[src/rtl/alarm_pkg.sv]
// alarm_pkg: shared types and constants for the SPI bus scheduler.
// Holds the scheduler state enum, the snapshot error bit indices and the default data widths.
package alarm_pkg;
    typedef enum logic [2:0] {
        IDLE,
        ALS_WAIT,
        ALS_XFER,
        GAP,
        ACL_WAIT,
        ACL_XFER,
        DONE
    } spi_sched_state_t;
    localparam int ERR_ALS = 0;
    localparam int ERR_ACL = 1;
    localparam int ALS_W   = 8;
    localparam int ACL_W   = 32;
endpackage

[src/rtl/spi_watchdog.sv]
// spi_watchdog: per-device timeout counter shared by both scheduler phases.
// Ports: clk, rst_n (async, active-low), clear (restart at zero), run (count this cycle),
//        expired (counter has reached TIMEOUT; it saturates there).
module spi_watchdog #(
    parameter int TIMEOUT = 100000
) (
    input  logic clk,
    input  logic rst_n,
    input  logic clear,
    input  logic run,
    output logic expired
);
    localparam int CW = $clog2(TIMEOUT + 1);
    localparam logic [CW-1:0] LIMIT = CW'(TIMEOUT);

    logic [CW-1:0] count;

    assign expired = count == LIMIT;

    always_ff @(posedge clk or negedge rst_n) begin
        if (!rst_n)
            count <= '0;
        else if (clear)
            count <= '0;
        else if (run && !expired)
            count <= count + 1'b1;
    end
endmodule

[src/rtl/spi_bus_sched.sv]
// spi_bus_sched: round-robin SPI bus scheduler, ALS then ACL2, publishing one atomic snapshot per round.
// Ports: clk, rst_n (async, active-low); tick (round request);
//        als_ready/als_fetch/als_arr/als_illum and acl_ready/acl_fetch/acl_arr/acl_acc (driver handshakes);
//        als_clk_ena/acl_clk_ena (SCLK gates, mutually exclusive);
//        illum/acc/snap_err/snap_valid (published snapshot); busy (round in progress).
module spi_bus_sched #(
    parameter int TIMEOUT = 100000,
    parameter int ALS_W   = alarm_pkg::ALS_W,
    parameter int ACL_W   = alarm_pkg::ACL_W
) (
    input  logic             clk,
    input  logic             rst_n,
    input  logic             tick,
    input  logic             als_ready,
    output logic             als_fetch,
    input  logic             als_arr,
    input  logic [ALS_W-1:0] als_illum,
    input  logic             acl_ready,
    output logic             acl_fetch,
    input  logic             acl_arr,
    input  logic [ACL_W-1:0] acl_acc,
    output logic             als_clk_ena,
    output logic             acl_clk_ena,
    output logic [ALS_W-1:0] illum,
    output logic [ACL_W-1:0] acc,
    output logic             snap_valid,
    output logic [1:0]       snap_err,
    output logic             busy
);
    import alarm_pkg::*;

    spi_sched_state_t state, state_n;
    logic             pending, pending_n;
    logic [1:0]       err, err_n;
    logic             als_fetch_n, acl_fetch_n, als_ena_n, acl_ena_n, busy_n;
    logic             als_take, acl_take, publish;
    logic             wd_clear, wd_run, expired;
    logic [ALS_W-1:0] als_sh;
    logic [ACL_W-1:0] acl_sh;

    spi_watchdog #(.TIMEOUT(TIMEOUT)) u_wd (
        .clk    (clk),
        .rst_n  (rst_n),
        .clear  (wd_clear),
        .run    (wd_run),
        .expired(expired)
    );

    always_comb begin
        state_n     = state;
        pending_n   = pending | (tick & (state != IDLE));
        err_n       = err;
        als_fetch_n = 1'b0;
        acl_fetch_n = 1'b0;
        als_ena_n   = 1'b0;
        acl_ena_n   = 1'b0;
        als_take    = 1'b0;
        acl_take    = 1'b0;
        publish     = 1'b0;
        case (state)
            IDLE: if (tick || pending) begin
                state_n   = ALS_WAIT;
                pending_n = 1'b0;
            end
            // a device that never becomes ready is abandoned like one that never answers
            ALS_WAIT: if (expired) begin
                state_n        = GAP;
                err_n[ERR_ALS] = 1'b1;
            end else if (als_ready) begin
                state_n     = ALS_XFER;
                als_fetch_n = 1'b1;
                als_ena_n   = 1'b1;
            end
            // arrival is checked first so data landing on the timeout edge is kept
            ALS_XFER: if (als_arr) begin
                als_take = 1'b1;
                state_n  = GAP;
            end else if (expired) begin
                err_n[ERR_ALS] = 1'b1;
                state_n        = GAP;
            end else
                als_ena_n = 1'b1;
            GAP: state_n = ACL_WAIT;
            ACL_WAIT: if (expired) begin
                state_n        = DONE;
                err_n[ERR_ACL] = 1'b1;
                publish        = 1'b1;
            end else if (acl_ready) begin
                state_n     = ACL_XFER;
                acl_fetch_n = 1'b1;
                acl_ena_n   = 1'b1;
            end
            ACL_XFER: if (acl_arr) begin
                acl_take = 1'b1;
                state_n  = DONE;
                publish  = 1'b1;
            end else if (expired) begin
                err_n[ERR_ACL] = 1'b1;
                state_n        = DONE;
                publish        = 1'b1;
            end else
                acl_ena_n = 1'b1;
            // a queued request starts the next round straight away; a tick seen here queues a new one
            DONE: begin
                state_n   = pending ? ALS_WAIT : IDLE;
                pending_n = tick;
                err_n     = '0;
            end
            default: state_n = IDLE;
        endcase
        wd_clear = (state_n inside {ALS_WAIT, ACL_WAIT}) && state_n != state;
        wd_run   = state inside {ALS_WAIT, ALS_XFER, ACL_WAIT, ACL_XFER};
        busy_n   = state_n inside {ALS_WAIT, ALS_XFER, GAP, ACL_WAIT, ACL_XFER};
    end

    always_ff @(posedge clk or negedge rst_n) begin
        if (!rst_n) begin
            state       <= IDLE;
            pending     <= 1'b0;
            err         <= '0;
            als_fetch   <= 1'b0;
            acl_fetch   <= 1'b0;
            als_clk_ena <= 1'b0;
            acl_clk_ena <= 1'b0;
            busy        <= 1'b0;
            snap_valid  <= 1'b0;
            snap_err    <= '0;
            illum       <= '0;
            acc         <= '0;
            als_sh      <= '0;
            acl_sh      <= '0;
        end else begin
            state       <= state_n;
            pending     <= pending_n;
            err         <= err_n;
            als_fetch   <= als_fetch_n;
            acl_fetch   <= acl_fetch_n;
            als_clk_ena <= als_ena_n;
            acl_clk_ena <= acl_ena_n;
            busy        <= busy_n;
            snap_valid  <= publish;
            if (als_take)
                als_sh <= als_illum;
            if (acl_take)
                acl_sh <= acl_acc;
            // the ACL2 word may arrive on the publishing edge itself, so bypass its shadow
            if (publish) begin
                illum    <= als_sh;
                acc      <= acl_take ? acl_acc : acl_sh;
                snap_err <= err_n;
            end
        end
    end
endmodule

[config.mk]
export PLATFORM = sky130hd
export DESIGN_NAME = spi_bus_sched
export DESIGN_NICKNAME = d
export VERILOG_FILES = /design/src/rtl/alarm_pkg.sv /design/src/rtl/spi_watchdog.sv /design/src/rtl/spi_bus_sched.sv
export SDC_FILE = /design/constraint.sdc
export NUM_CORES = 1
export LEC_CHECK = 0
export BUFFER_PORTS_ARGS = -buffer_cell sky130_fd_sc_hd__buf_2
export CAP_MARGIN = 20
export CORE_UTILIZATION = 59
export DETAILED_ROUTE_END_ITERATION = 7
export GPL_ROUTABILITY_DRIVEN = 0
export PLACE_DENSITY = 0.85
export SYNTH_ARGS = -nofsm -noshare
export SYNTH_HDL_FRONTEND = slang
export SYNTH_SLANG_ARGS = --single-unit
[constraint.sdc]
create_clock -name clk -period 6.1 [get_ports clk]
set_input_delay 0.305 -clock clk [delete_from_list [all_inputs] [get_ports clk]]
set_output_delay 0.305 -clock clk [all_outputs]
set_load 0.05 [all_outputs]
==> results.json, run 1 <==
{
  "multi_input_area_um2": 1740,
  "synth.ff_latch_count": 111,
  "cts_resized": 0,
  "finalWirelength_mm": 8.91,
  "clock-root-buffer": "clkbuf_8",
  "rows": 31,
  "vdd_ir_drop_max_v": 0.000363,
  "diodes": 0,
  "drtIter0Drc": 226,
  "dieArea_um2": 8230,
  "fin_setup_tns_ps": 0,
  "worst_pin_slew_ps": 1010,
  "report.final.slew_viol_count": 0,
  "cts.clk_slew.worst_paths_ps": 110,
  "crit_path_end": "acc[16]$_DFFE_PN0P_",
  "cts_max_path_buffers": 2,
  "post_cts_buffers": 0,
  "die-height_um": 90.7,
  "drc": 0,
  "vias_per_cell": 5.53,
  "critPathMaxFanout": 35,
  "hold_buffers": 1,
  "port_buffers": 94,
  "skew_ps": 15.5,
  "syn_area_per_cell_um2": 13.4,
  "synth_top_area_share": 0.598,
  "coreArea_um2": 7450,
  "worst_setup_path_end_kind": "register",
  "hpwl_mm": 6.20,
  "reg2regPathDepth": 6,
  "fin_hold_ws_ps": 150,
  "reg2reg_from": "state[2]$_DFF_PN0_",
  "die_w_um": 90.7,
  "yosys.area.top_type": "dfrtp_1",
  "powerDensity_nw_per_um2": 540,
  "cp.arrival_ps": 3590,
  "crit_type": "reg2reg",
  "slew_headroom": 0.326,
  "antenna_found_initial": 0,
  "yosysWarnings": 0,
  "setup_viol": 0,
  "cts.sinks": 111,
  "grt_pass1_vias": 3022,
  "critPathRequiredTime_ps": 6370,
  "nets": 488,
  "max_freq_mhz": 301,
  "initial_core_util": 0.624,
  "wl_per_cell_um": 16.4,
  "io_pins": 95,
  "outcome": "complete, no violations",
  "hold_viol_final": 0,
  "ys_types": 39,
  "ys_top_cells_by_area": "dfrtp_1, mux2_2, xnor2_1",
  "r2r_slack_ps": 2780,
  "grt_pass1_wl_mm": 14.9,
  "total_power_w": 0.00292,
  "ys_seq_area_frac": 0.598,
  "cp-startpoint": "state[2]$_DFF_PN0_",
  "grt-ovfl-total": 0,
  "first_pass_iters": 4,
  "clock_latency_ps": 380,
  "hold_start": "als_illum[6]",
  "layout-drive-gt1-share": 0.453,
  "grt_max_degree": 89,
  "n_fill_cell": 517,
  "ff_latch_area_um2": 2780,
  "final_cell_mix": "dfrtp_1, buf_2, mux2_2, nor2_1",
  "r2r_end": "acc[16]$_DFFE_PN0P_",
  "track_usage": 0.231,
  "htreeDepth": 3,
  "tritoncts": "done",
  "synthCells": 347,
  "syn-num-nets": 396,
  "synthesis.area_um2": 4640,
  "ant_nets": 0,
  "routed-via-count": 3003,
  "syn_to_final_growth_pct": 16.5,
  "min_period_over_period": 0.545,
  "cts_buffers": 9,
  "hold_class": "in2reg",
  "rsz0062_at_grt": "false",
  "layout_commonest_cell": "dfrtp_1",
  "fin_crit_ps": 3320,
  "cap_viol_max_count": 0,
  "leakagePower_nw": 2.57,
  "start_kind": "register"
}
==> state kept, by name, indices dropped and copies added, names as in the netlist, 2 cells and up <==
name	flops
acc	32
acl_sh	32
als_sh	8
snap_err	2
illum	8
u_wd.count	17
err	2
state	3
==> synthesized netlist by cell type <==
| cell type | number |
|---|---|
| nor3_1 | 12 |
| ha_1 | 2 |
| and4_1 | 2 |
| mux2_2 | 82 |
| or2_2 | 1 |
| o21ai_2 | 1 |
| a2111oi_4 | 1 |
| buf_2 | 2 |
| xnor2_1 | 12 |
| nor2b_1 | 1 |
| buf_6 | 2 |
| nand4_1 | 5 |
| nor2_1 | 22 |
| or3_1 | 2 |
| xor2_1 | 4 |
| a211oi_1 | 1 |
| clkbuf_1 | 6 |
| a2111oi_2 | 1 |
| o21a_1 | 1 |
| a31oi_1 | 2 |
| o21ai_0 | 4 |
| o21bai_1 | 2 |
| dfrtp_1 | 111 |
| buf_4 | 7 |
| nor3b_1 | 1 |
| nand2b_1 | 2 |
| o22a_1 | 1 |
| nor4_1 | 4 |
| nand3_1 | 13 |
| and4b_1 | 1 |
| a21oi_1 | 9 |
| and2_1 | 3 |
| nand2_1 | 12 |
| o31ai_1 | 1 |
| o211ai_1 | 3 |
| inv_1 | 7 |
| nor4b_2 | 2 |
| clkinv_1 | 1 |
| and4bb_1 | 1 |
==> worst max-delay path, stage by stage (launching register included) <==
cell     delay [ps]
dfrtp_1         630
inv_1           230
nor2_1          260
nand3_2         740
o21ai_4         460
buf_4           480
mux2_2          400
==> where the power goes <==
| group | leakage [nW] | internal, W | switching [W] |
|---|---|---|---|
| Sequential | 1.41 | 0.00103 | 0.000157 |
| Combinational | 1.05 | 0.000422 | 0.000858 |
| Clock | 0.107 | 0.000201 | 0.000258 |
==> worst min path at each step <==
stage,to,depth (start not counted),slack (ps)
2_1_floorplan,acc[0]$_DFFE_PN0P_,0,9
3_3_place_gp,snap_valid$_DFF_PN0_,1,210
3_5_place_dp,acc[6]$_DFFE_PN0P_,1,210
4_1_cts,als_sh[6]$_DFFE_PN0P_,2,140
5_1_grt,als_sh[6]$_DFFE_PN0P_,2,130
6_report,als_sh[6]$_DFFE_PN0P_,2,150
==> per-stage QoR <==
step                area, um2  instances  worst slack, ps  utilization
floorplan                4640        347             3930            -
global placement         5160        525             3000        0.693
detailed placement       5160        525             2800        0.693
CTS                      5380        542             2800        0.723
global route             5410        543             2560        0.726
finish                   5410        543             2780        0.726
==> layer usage <==
metal / up-vias / wire [um] / global-route usage
met4: 0 / 91 / 0.0645
met3: 13 / 442 / 0.0606
li1: 1403 / - / -
met2: 95 / 4420 / 0.370
met5: - / 0 / 0
met1: 1492 / 3960 / 0.313
==> final cells by class <==
type	count	area share
Clock buffer	10	0.0236
Clock inverter	6	0.0155
Inverter	8	0.00555
Multi-Input combinational cell	211	0.322
Sequential cell	111	0.513
Tap cell	99	0.0229
Timing Repair Buffer	98	0.0971
==> kinds of logic after synthesis <==
group           after synthesis  synth area share
mux                          82             0.199
fa+ha+maj                     2           0.00539
compound gates               27            0.0426
simple gates                 84            0.0954
xor+xnor                     16            0.0302
buf+inv                      25            0.0296
flops                       111             0.598
(Power assumes the default switching activity.)
==> inputs of run 2 (changes only) <==
--- a/config.mk
+++ b/config.mk
@@ -7,10 +7,10 @@
 export LEC_CHECK = 0
 export BUFFER_PORTS_ARGS = -buffer_cell sky130_fd_sc_hd__buf_2
 export CAP_MARGIN = 20
-export CORE_UTILIZATION = 59
+export CORE_UTILIZATION = 49
 export DETAILED_ROUTE_END_ITERATION = 7
 export GPL_ROUTABILITY_DRIVEN = 0
-export PLACE_DENSITY = 0.85
+export PLACE_DENSITY = 0.75
 export SYNTH_ARGS = -nofsm -noshare
 export SYNTH_HDL_FRONTEND = slang
 export SYNTH_SLANG_ARGS = --single-unit
==> constraint.sdc (replaced) <==
create_clock -name clk -period 2.8 [get_ports clk]
set_input_delay 0.14 -clock clk [delete_from_list [all_inputs] [get_ports clk]]
set_output_delay 0.14 -clock clk [all_outputs]
set_load 0.05 [all_outputs]
==> results.json, run 2 (synthesized netlist as in run 1, its figures left out) <==
{
  "rows": 35,
  "io_pins": 95,
  "setup_viol": 0,
  "cts.clk_slew.worst_paths_ps": 120,
  "slew_headroom": 0.544,
  "final_cell_mix": "dfrtp_1, buf_2, mux2_2, nor2_1, dlygate4sd3_1",
  "powerDensity_nw_per_um2": 1120,
  "antenna_found_initial": 0,
  "tritoncts": "done",
  "holdPathStages": 2,
  "grt-ovfl-total": 0,
  "coreArea_um2": 9200,
  "crit_type": "reg2reg",
  "cp.arrival_ps": 2660,
  "diodes": 0,
  "r2r_end": "acc[14]$_DFFE_PN0P_",
  "dieArea_um2": 9870,
  "clock-root-buffer": "clkbuf_8",
  "drc": 0,
  "vias_per_cell": 5.24,
  "cp-startpoint": "u_wd.count[0]$_DFFE_PN0P_",
  "cts_max_path_buffers": 2,
  "report.final.slew_viol_count": 0,
  "fin_hold_ws_ps": 16.8,
  "wl_per_cell_um": 15.4,
  "critPathMaxFanout": 44,
  "vdd_ir_drop_max_v": 0.000808,
  "whs_endpoint": "acl_sh[4]$_DFF_PN0_",
  "top_regs": "acc (32), acl_sh (32), u_wd.count (17)",
  "drtIter0Drc": 132,
  "leakagePower_nw": 2.65,
  "r2r_slack_ps": 380,
  "rsz0062_at_grt": "false",
  "hold_class": "in2reg",
  "critPathRequiredTime_ps": 3050,
  "ant_nets": 0,
  "clock_latency_ps": 370,
  "nets": 511,
  "first_pass_iters": 4,
  "grt_pass1_wl_mm": 15.0,
  "reg2regPathDepth": 7,
  "cts_resized": 0,
  "cap_viol_max_count": 0,
  "cts.sinks": 111,
  "worst_setup_path_end_kind": "register",
  "syn_to_final_growth_pct": 20.9,
  "htreeDepth": 3,
  "fin_crit_ps": 2420,
  "die_w_um": 99.4,
  "cts_buffers": 9,
  "track_usage": 0.196,
  "n_fill_cell": 726,
  "skew_ps": 20.3,
  "hold_viol_final": 0,
  "routed-via-count": 3030,
  "grt_max_degree": 56,
  "hold_start": "acl_acc[4]",
  "grt_pass1_vias": 3110,
  "min_period_over_period": 0.863,
  "layout-drive-gt1-share": 0.439,
  "reg2reg_from": "u_wd.count[0]$_DFFE_PN0P_",
  "hpwl_mm": 6.04,
  "max_freq_mhz": 414,
  "finalWirelength_mm": 8.88,
  "start_kind": "register",
  "initial_core_util": 0.505,
  "fin_setup_tns_ps": 0,
  "layout_commonest_cell": "dfrtp_1",
  "worst_pin_slew_ps": 685,
  "outcome": "complete, no violations",
  "port_buffers": 94,
  "die-height_um": 99.4
}
run 2: changes by cell type in the layout (fill, tap and decap cells not counted):
cell,change
buf_4,+4
buf_12,+1
buf_16,-1
clkinv_4,+2
dlygate4sd3_1,+19
inv_6,-1
bufinv_16,-1
run 2: area by class of cell:
cell class / count / area, um2 / area share
clock buffers: 10 / 128 / 0.0227
clock inverters: 6 / 62.6 / 0.0111
inverters: 8 / 30.0 / 0.00535
multi-input cells: 211 / 1740 / 0.310
flip-flops and latches: 111 / 2780 / 0.495
well taps: 111 / 139 / 0.0247
repair buffers: 121 / 738 / 0.131
run 2: worst max-delay path by stage:
stage / end / slack (ps) / depth (start not counted)
after global routing: acc[14]$_DFFE_PN0P_ / 270 / 7
after detailed placement: acc[14]$_DFFE_PN0P_ / 440 / 7
after global placement: acc[14]$_DFFE_PN0P_ / 470 / 7
final: acc[14]$_DFFE_PN0P_ / 380 / 7
after CTS: acc[14]$_DFFE_PN0P_ / 390 / 7
after floorplan: u_wd.count[8]$_DFFE_PN0P_ / 630 / 9
run 2: worst max-delay path, stage by stage, from the launching register on:
cell and delay [ps]:
dfrtp_1 460, inv_1 110, ha_1 150, and4bb_1 220
nand4_1 380, o21ai_4 300, buf_12 270, mux2_2 380
run 2: through the flow:
step | total power, W | worst slack (ps) | instances | util | instance area, um2
floorplan | 0.00473 | 630 | 347 | - | 4640
global placement | 0.00529 | 468 | 542 | 0.568 | 5230
finish | 0.00629 | 384 | 578 | 0.611 | 5620
global route | 0.00664 | 267 | 578 | 0.611 | 5620
detailed placement | 0.00539 | 436 | 542 | 0.568 | 5230
CTS | 0.00633 | 393 | 578 | 0.611 | 5620
run 2: metal layers:
metal  GRT usage  wire length, um
met1       0.256             3920
met2       0.315             4180
met3      0.0555              631
met4      0.0713              141
met5           0                0
run 2: what timing repair did:
item | in CTS | in global routing
buffers inserted | 0 | 0
hold buffers | 20 | 0
endpoints found under the hold margin | 72 | 0
endpoints found under the setup margin | 0 | 0
run 2: power breakdown:
part | internal [W] | total, W | switching (W)
registers | 0.00223 | 0.00255 | 0.000318
logic | 0.000963 | 0.00282 | 0.00186
clock network | 0.000348 | 0.000919 | 0.000571
total | 0.00354 | 0.00629 | 0.00275
